### src/rtl/skew_feed_ctrl.sv
// skew_feed_ctrl
//   Sequences one operand block into the skewing FIFO bank. It reads DIM rows
//   from operand memory and pushes them one per shift. It then pushes DRAIN
//   zero rows so every lane empties, and pulses done. Back-pressure (stall_in)
//   freezes reads and pushes. A read that is already in flight when a stall
//   starts is parked in a one-entry hold register, so no row is lost.
//
// Ports
//   clk, rst            clock, synchronous active-high reset
//   start               begin a block (only looked at in IDLE)
//   stall_in            downstream back-pressure
//   rd_en, rd_addr      operand memory read request
//   rd_data             row data, valid one cycle after rd_en
//   fifo_en, fifo_stall shift / stall strobes to every FIFO in the bank
//   fifo_d              row pushed into the bank (zero when not pushing)
//   busy, done          block in progress / one-cycle end-of-block pulse
//
// state   | meaning
// --------+-----------------------------------------------------------
// S_IDLE  | waiting for start
// S_FILL  | issuing row reads and pushing returned rows
// S_DRAIN | pushing zero rows until the bank has flushed
// S_DONE  | one-cycle done pulse, then back to idle

module skew_feed_ctrl #(
  parameter int DIM    = 8,
  parameter int BITS   = 8,
  parameter int ADDR_W = 3,
  parameter int DRAIN  = 2*DIM-1
) (
  input  logic                clk,
  input  logic                rst,
  input  logic                start,
  input  logic                stall_in,
  output logic                rd_en,
  output logic [ADDR_W-1:0]   rd_addr,
  input  logic [DIM*BITS-1:0] rd_data,
  output logic                fifo_en,
  output logic                fifo_stall,
  output logic [DIM*BITS-1:0] fifo_d,
  output logic                busy,
  output logic                done
);

  localparam int CNT_W = $clog2(DIM+1);
  localparam int DC_W  = $clog2(DRAIN+1);

  localparam logic [CNT_W-1:0] ROWS       = CNT_W'(DIM);
  localparam logic [CNT_W-1:0] LAST_ROW   = CNT_W'(DIM-1);
  localparam logic [DC_W-1:0]  LAST_DRAIN = DC_W'(DRAIN-1);

  typedef enum logic [1:0] {S_IDLE, S_FILL, S_DRAIN, S_DONE} state_t;

  state_t              state, state_nxt;
  logic [CNT_W-1:0]    rd_ptr, rd_ptr_nxt;
  logic [CNT_W-1:0]    push_cnt, push_cnt_nxt;
  logic [DC_W-1:0]     drain_cnt, drain_cnt_nxt;
  logic                rd_vld;
  logic                hold_vld, hold_vld_nxt;
  logic [DIM*BITS-1:0] hold_q, hold_nxt;
  logic                push_row;

  always_ff @(posedge clk) begin
    if (rst) begin
      state     <= S_IDLE;
      rd_ptr    <= '0;
      push_cnt  <= '0;
      drain_cnt <= '0;
      rd_vld    <= 1'b0;
      hold_vld  <= 1'b0;
    end else begin
      state     <= state_nxt;
      rd_ptr    <= rd_ptr_nxt;
      push_cnt  <= push_cnt_nxt;
      drain_cnt <= drain_cnt_nxt;
      // rd_data is valid the cycle after a read strobe; a reset above kills
      // any read still in flight.
      rd_vld    <= rd_en;
      hold_vld  <= hold_vld_nxt;
    end
  end

  // Hold data needs no reset: it is only consumed while hold_vld is set.
  always_ff @(posedge clk) begin
    hold_q <= hold_nxt;
  end

  always_comb begin
    state_nxt     = state;
    rd_ptr_nxt    = rd_ptr;
    push_cnt_nxt  = push_cnt;
    drain_cnt_nxt = drain_cnt;
    hold_vld_nxt  = hold_vld;
    hold_nxt      = hold_q;
    push_row      = 1'b0;
    rd_en         = 1'b0;
    rd_addr       = '0;
    fifo_en       = 1'b0;
    fifo_d        = '0;

    unique case (state)
      S_IDLE: begin
        if (start) begin
          state_nxt     = S_FILL;
          rd_ptr_nxt    = '0;
          push_cnt_nxt  = '0;
          drain_cnt_nxt = '0;
          hold_vld_nxt  = 1'b0;
        end
      end

      S_FILL: begin
        if (!stall_in) begin
          if (rd_ptr < ROWS) begin
            rd_en      = 1'b1;
            rd_addr    = ADDR_W'(rd_ptr);
            rd_ptr_nxt = rd_ptr + 1'b1;
          end
          // The hold register and a returning read never coincide, because
          // nothing is issued while stalled, so simple priority is enough.
          if (hold_vld) begin
            push_row     = 1'b1;
            fifo_d       = hold_q;
            hold_vld_nxt = 1'b0;
          end else if (rd_vld) begin
            push_row = 1'b1;
            fifo_d   = rd_data;
          end
          if (push_row) begin
            fifo_en      = 1'b1;
            push_cnt_nxt = push_cnt + 1'b1;
            if (push_cnt == LAST_ROW) state_nxt = S_DRAIN;
          end
        end else if (rd_vld) begin
          hold_vld_nxt = 1'b1;
          hold_nxt     = rd_data;
        end
      end

      S_DRAIN: begin
        if (!stall_in) begin
          fifo_en       = 1'b1;
          drain_cnt_nxt = drain_cnt + 1'b1;
          if (drain_cnt == LAST_DRAIN) state_nxt = S_DONE;
        end
      end

      S_DONE: begin
        state_nxt = S_IDLE;
      end

      default: state_nxt = S_IDLE;
    endcase
  end

  assign fifo_stall = stall_in;
  assign busy       = (state != S_IDLE);
  assign done       = (state == S_DONE);

endmodule

### config.mk
export PLATFORM = sky130hd
export DESIGN_NAME = skew_feed_ctrl
export DESIGN_NICKNAME = d
export VERILOG_FILES = /design/src/rtl/skew_feed_ctrl.sv
export SDC_FILE = /design/constraint.sdc
export NUM_CORES = 1
export LEC_CHECK = 0
export BUFFER_PORTS_ARGS = -buffer_cell sky130_fd_sc_hd__buf_2
export CAP_MARGIN = 20
export CORE_AREA = 2 2 123 113
export CTS_CLUSTER_SIZE = 40
export DETAILED_ROUTE_END_ITERATION = 16
export DIE_AREA = 0 0 125 115
export HOLD_SLACK_MARGIN = 0.15
export MAX_ROUTING_LAYER = met4
export PLACE_DENSITY = 0.54
export SLEW_MARGIN = 20
export SYNTH_ARGS = -nofsm -noshare
export SYNTH_HDL_FRONTEND = slang
export SYNTH_SLANG_ARGS = --single-unit
### constraint.sdc
create_clock -name clk -period 6.36 [get_ports clk]
set_input_delay 1.272 -clock clk [delete_from_list [all_inputs] [get_ports clk]]
set_output_delay 1.272 -clock clk [all_outputs]
set_load 0.005 [all_outputs]
======== Yosys cells after proc, flatten, opt, wreduce, memory -nomap -nowiden ========
Cells that the tools add are included.
word-level totals
  flip-flop bits (word level) ............. 80
  bits of input ports ..................... 68
  output and inout bits ................... 72
  logic and storage cells ................. 72
cells by class
  add/sub/neg operators ................... 3
  order comparisons ....................... 1
  equal/unequal tests ..................... 13
  mux-type cells .......................... 38
  reduce and logical (&&, ||, !) cells .... 10
operators with widths
  cell                   count
  $mux W64               4
  $mux W4                6
  $pmux W4 S2            3
  $mux W1                13
  $add A4 B1 Y4 const B  3
  $mux W2                6
  $ne A2 B2 Y1 const B   6
  $mux W3                3
  $reduce_and A3 Y1      3
  $pmux W2 S4            1
  $reduce_and A4 Y1      2
  $reduce_and A6 Y1      1
  $reduce_bool A2 Y1     3
  $eq A2 B2 Y1 const B   2
  $eq A4 B3 Y1 const B   1
  $eq A4 B4 Y1 const B   1
  $lt A4 B4 Y1 const B   1
  $pmux W1 S2            2
  $ne A3 B3 Y1 const B   1
  $eq A2 B1 Y1 const B   1
  $logic_not A2 Y1       1
  $ne A2 B1 Y1 const B   1

======== Depth between registers and ports, before layout ========
Gate-level depths: netlist of run 1.
  depth in word-level cells ............... 7
  mapped depth ............................ 8
  depth with buffers taken out ............ 6

======== Worst setup path before layout of run 1 ========
Ideal clock, no wire load.
  kind .................................... input -> register
  start ................................... input port stall_in
  end ..................................... register hold_q[0], enable pin
  setup time .............................. 0.429 ns
  data arrival time ....................... 3.122 ns
  data required time ...................... 5.931 ns
  setup slack ............................. 2.809 ns
  stages on the path ...................... 2
  path buffers ............................ 1
  cell sequence ........................... clkbuf_1 -> and3_1
on the way
  longest elaborated chain between the ends .. 1
ends and longest elaborated chain
  element                      line  text
  from (decl)                  34    input logic stall_in,
  $reduce_and A3 Y1 (no line)  n/a
  to (signal assigned)         85    hold_q <= hold_nxt;
  to (decl)                    60    logic [DIM*BITS-1:0] hold_q, hold_nxt;
Every way passes these cells.
A chain may end at the register's enable or synchronous reset.

======== Worst setup path after layout of run 1 ========
  start ................................... input port stall_in
  end ..................................... output port fifo_d[53]
on the way
  longest elaborated chain between the ends .. 2
ends and longest elaborated chain
  element    line  text
  $mux W64   113   if (!stall_in) begin
  $mux W64   101   unique case (state)
  to (decl)  40    output logic [DIM*BITS-1:0] fifo_d,
Every way passes these cells.

==> results of run 1 <==
## worst reg2reg max path, delay by kind of cell, from the launching register on
kind                     cells  cell delay (ps)
buffers and inverters        2              660
adder cells (fa/ha/maj)      1              440
flip-flops                   1              330
AND/OR/NAND/NOR              1              730
## routing by layer
layer  GRT usage, %  wire length, um  vias to the layer above
li1               -                -                     1523
met1           17.3             4480                     1522
met2           19.2             4090                      107
met3           4.65              624                        7
met4           4.37               80                        0
met5              -                0                        -
## state kept, by name, indices dropped and copies added, names as in the netlist
signal,count
rd_vld,1
push_cnt,4
drain_cnt,4
hold_vld,1
hold_q,64
rd_ptr,4
state,2
## power by group through the flow
stage	Combinational, mW	Clock, mW	Sequential [mW]
finish	0.314	0.504	0.595
global route	0.352	0.544	0.597
CTS	0.315	0.524	0.595
detailed placement	0.314	0	0.606
global placement	0.309	0	0.605
floorplan	0.243	0	0.603
## placed cells by master (no fill, tap or decap), drive strengths merged, types with 3 or more instances in the layout
cell and instances:
a21oi 12, a22oi 63, and2 6, buf 143
clkbuf 9, clkinv 4, dfxtp 16, edfxtp 64
ha 9, inv 7, nand2 11, nand3 5
nor2 73, nor2b 3, nor3 3, nor3b 3
o21ai 10, or3 3
## layout make-up
| type | instances | area share, % |
|---|---|---|
| well taps | 168 | 4.28 |
| multi-input cells | 226 | 28.9 |
| clock buffers | 9 | 4.58 |
| flip-flops and latches | 80 | 45.7 |
| repair buffers | 143 | 14.8 |
| inverters | 7 | 0.535 |
| clock inverters | 7 | 1.27 |
## cells by family after synthesis
group / count (synthesis) / synth area share [%]
simple gates: 117 / 14.6
compound gates: 97 / 18.4
flops: 80 / 58.6
buf+inv: 36 / 4.58
fa+ha+maj: 9 / 2.94
mux: 2 / 0.654
xor+xnor: 1 / 0.229
## path summary, 6_finish.rpt
check / end / cells after the start / start
max: fifo_d[53] / 5 / stall_in
min: rd_ptr[1] / 2 / rd_ptr[1]
max reg2reg: hold_q[41] / 4 / state[1]
min reg2reg: rd_ptr[1] / 2 / rd_ptr[1]
==> impl_metrics.toml, run 1 <==
[yosys]
yosysMostFrequentCell = "nor2_1"
postSynthCellCount = 342
ys_top_cells_by_area = "edfxtp_1 (50%), a22oi_1 (12%), dfxtp_1 (8.4%), nor2_1 (7.2%), ha_1 (2.9%)"
ys_types = 46
yosysSeqAreaShare_pct = 58.6
syn_area_per_cell_um2 = 11.2
synth_edf_count = 64
syn_area_um2 = 3820
syn_nets = 419
synth_area_leader_cell = "edfxtp_1"
synthArstFlopShare_pct = 0
synth-seq-cells = 80
ys_warn_count = 0
synth_common_cells = "nor2_1 (73), edfxtp_1 (64), a22oi_1 (63)"
synthFlopType = "edfxtp_1"
netlist.area_leader.share_pct = 50.2

[clock_network]
worstSkewPairLatency_ps = 340
cts.sinks = 80
path_clk_slew_ps = 60
cts.path.max_buffers = 2
cts_hold_buf = 0
numCtsBuffers = 9
root_buffer = "clkbuf_16"
cts_setup_buffers = 0
cts_tree = "yes"
cts-resized-gates = 0
h-tree-depth = 3

[power_and_ir_drop]
clockPowerShare_pct = 35.7
powerDensity_nw_per_um2 = 287
total_power_mw = 1.41
switching_share_pct = 29.2
p_leak_nw = 1.89
sequentialPowerShare_pct = 42.1
ir_worst_vdd_mv = 0.172
power_frac_comb_pct = 22.2
p_sw_uw = 412
p_int_uw = 1000

[sta]
timing.final.crit_share_pct = 63.5
fin_tns_setup_ps = 0
slew_headroom_pct = 50.3
report.final.setup_viol = 0
worst_hold_slack_ps = 485
max_freq_mhz = 248
finClkSkew_ps = 4.74
hold_violations = 0
worstMarginPinSlew_ps = 745
finalWorstSetupSlack_ps = 2320
period_minus_slack_ps = 4040
rsz0062_at_grt = "false"
slew_violations = 0

[critical_path]
worstSetupStartpointType = "primary input"
slowest_stage = "nand2b_2"
critPathBufInv = 3
cpPeakStageDelay_ps = 560
path_class = "primary input to output port"
path_delay_family = "buffers and inverters"
path_cells = "buf_2, nand2b_2, buf_4, nor2_1, buf_2"
crit_path_end_kind = "output port"
cp.arrival_ps = 2770
cpMostUsedCell = "buf_2"
cp_max_fo = 36
r2r_slack_ps = 3830
worstPathRequired_ps = 5090

[placement]
dp_hpwl_um = 6250
numPortBuffers = 139
place_ws_ps = 2290
place_inst = 624
gp_congestion = 0.749
place_area_um2 = 4620

[drt]
drc = 0
firstDrtPassIters = 6
route.vias.total = 3159
wl_um = 9280
wl_per_cell_um = 14.5
vias_per_cell = 4.94
final_antenna_net_count = 0
first_iter_violations = 203

[worst_hold_path]
worstHoldPathType = "register to register"

[global_routing]
antenna_found_initial = 0
grtUsageTotal_pct = 13.2
grt_pass1_vias = 2962
overflow = 0
grt_pass1_wl_um = 14900
grt_max_degree = 71

[flow_run]
maxCapViolCount = 0

[floorplanning]
die_x_um = 125
dieHeight_um = 115
num_rows = 40
start_util_pct = 29.2
core_area_um2 = 13100
die_area_um2 = 14400
ios = 140

[layout]
drive_above_1_share_pct = 36.2
n_antenna_cell = 0
layout.cells.non_filler = 640
n_fill_cell = 1355
multi_input_area_um2 = 1420
regArea_um2 = 2240
syn2layout_area_growth_pct = 28.4
nNetsFinal = 544
stdcell_area_um2 = 4910
post-route-util_pct = 37.5

[outcome]
status = "finished, final reports clean"
Note: power is estimated with default switching activity, not from simulation.
==> run 2, diff against run 1 <==
Clock period 6.36 ns to 4 ns, I/O delays scaled along.
==> run 2 against run 1 <==
  * Clock power increased by 48%
  * Global-route usage increased by 0.31 points
  * Sequential cell count unchanged
  * Sequential share of layout area decreased by 0.13 points
  * Cell count unchanged
  * Register-to-register slack got worse by 2200 ps
  * Count of clock-buffer cells in the layout unchanged
  * Critical path depth increased by 1
  * Combinational power increased by 62%
  * Largest cell class unchanged
==> impl_metrics.toml, run 2 (synthesized netlist as in run 1, its figures left out) <==
[clock_network]
path_clk_slew_ps = 60
cts_setup_buffers = 0
numCtsBuffers = 9
cts.path.max_buffers = 2
cts_tree = "yes"
cts-resized-gates = 0
h-tree-depth = 3
cts_hold_buf = 0
root_buffer = "clkbuf_16"
worstSkewPairLatency_ps = 340
cts.sinks = 80

[drt]
first_iter_violations = 239
drc = 0
route.vias.total = 3170
final_antenna_net_count = 0
vias_per_cell = 4.95
wl_per_cell_um = 15.0
firstDrtPassIters = 4
wl_um = 9580

[global_routing]
grt_pass1_wl_um = 15200
antenna_found_initial = 0
overflow = 0
grtUsageTotal_pct = 13.5
grt_max_degree = 71
grt_pass1_vias = 3058

[floorplanning]
die_area_um2 = 14400
die_x_um = 125
ios = 140
core_area_um2 = 13100
dieHeight_um = 115
num_rows = 40
start_util_pct = 29.2

[critical_path]
path_class = "register to output port"
reg2reg_depth = 4
crit_end = "fifo_d[56]"
critPathBufInv = 3
slowest_stage = "nand2b_2"
r2r_slack_ps = 1680
path_depth = 6
cpPeakStageDelay_ps = 480
worstSetupStartpoint = "state[1]"
path_delay_family = "simple AND/OR/NAND/NOR gates"
worstSetupStartpointType = "register"
r2r_start = "state[1]"
worstPathRequired_ps = 3200
path_cells = "inv_1, ha_1, nand2b_2, buf_12, nor2_1, buf_2"
regToRegEndpoint = "hold_q[21]"
cp.arrival_ps = 2330
cp_max_fo = 36
crit_path_end_kind = "output port"

[sta]
timing.final.crit_share_pct = 78.2
rsz0062_at_grt = "false"
slew_violations = 0
slew_headroom_pct = 49.1
hold_violations = 0
worstMarginPinSlew_ps = 764
report.final.setup_viol = 0
finalWorstSetupSlack_ps = 871
period_minus_slack_ps = 3130
max_freq_mhz = 320
fin_tns_setup_ps = 0
finClkSkew_ps = 5.72

[layout]
multi_input_area_um2 = 1420
final_cell_mix = "buf_2 (139), nor2_1 (73), edfxtp_1 (64)"
largest_reg_flops = 64
n_antenna_cell = 0
top_register = "hold_q"
nNetsFinal = 544
n_fill_cell = 1325
regArea_um2 = 2240
syn2layout_area_growth_pct = 28.8
layout_commonest_cell = "buf_2"
drive_above_1_share_pct = 36.7

[worst_hold_path]
min_from = "rd_ptr[1]"
worstHoldPathType = "register to register"

[power_and_ir_drop]
powerDensity_nw_per_um2 = 447
p_leak_nw = 1.91
ir_worst_vdd_mv = 0.171

[outcome]
status = "finished, final reports clean"

[placement]
dp_hpwl_um = 6380
place_ws_ps = 1050
numPortBuffers = 139
gp_congestion = 0.763

[flow_run]
maxCapViolCount = 0
-- run 2: changes by cell type in the layout (fill, tap and decap cells not counted) --
cell,previous run,this run
clkinv_2,2,6
buf_12,0,3
buf_4,4,1
clkinv_1,2,0
bufinv_16,1,0
clkinv_4,0,1
clkinvlp_4,2,0
-- run 2: worst min path at each step --
stage | cells after the start | end
floorplan | 1 | rd_vld
global placement | 2 | push_cnt[3]
detailed placement | 2 | rd_ptr[1]
CTS | 2 | rd_ptr[1]
global route | 2 | push_cnt[3]
finish | 2 | rd_ptr[1]
-- run 2: worst reg2reg max path, cell delays in order (launching register included) --
cell and delay [ps]:
dfxtp_1 330, inv_1 110, ha_1 460, and3_2 770
buf_12 320
-- run 2: area by class of cell --
type                            instances  area share, %
Tap cell                              168           4.27
Clock inverter                          7          0.787
Inverter                                7          0.533
Timing Repair Buffer                  143           15.5
Multi-Input combinational cell        226           28.8
Clock buffer                            9           4.57
Sequential cell                        80           45.5
-- run 2: routing by layer --
layer,up-vias,part of all wire [%],GRT usage (%)
met1,1517,47,16.9
met2,109,45,20.7
met3,12,6.6,3.86
met4,0,1.7,5.63
li1,1532,-,-
met5,-,0,-
-- run 2: metrics by stage --
| stage | hold WS, ps | instances | util (%) | instance area [um^2] | power, mW |
|---|---|---|---|---|---|
| after detailed placement | 480 | 624 | 35.6 | 4660 | 1.48 |
| final | 486 | 640 | 37.6 | 4930 | 2.20 |
| after floorplan | 449 | 342 | - | 3820 | 1.34 |
| after global placement | 475 | 624 | 35.6 | 4660 | 1.47 |
| after CTS | 489 | 640 | 37.6 | 4930 | 2.23 |
| after global routing | 518 | 640 | 37.6 | 4930 | 2.32 |
-- run 2: where the power goes --
group	leakage (nW)	switching, mW	internal (mW)
combinational	1.06	0.312	0.197
clock	0.138	0.331	0.414
sequential	0.706	0.0205	0.926
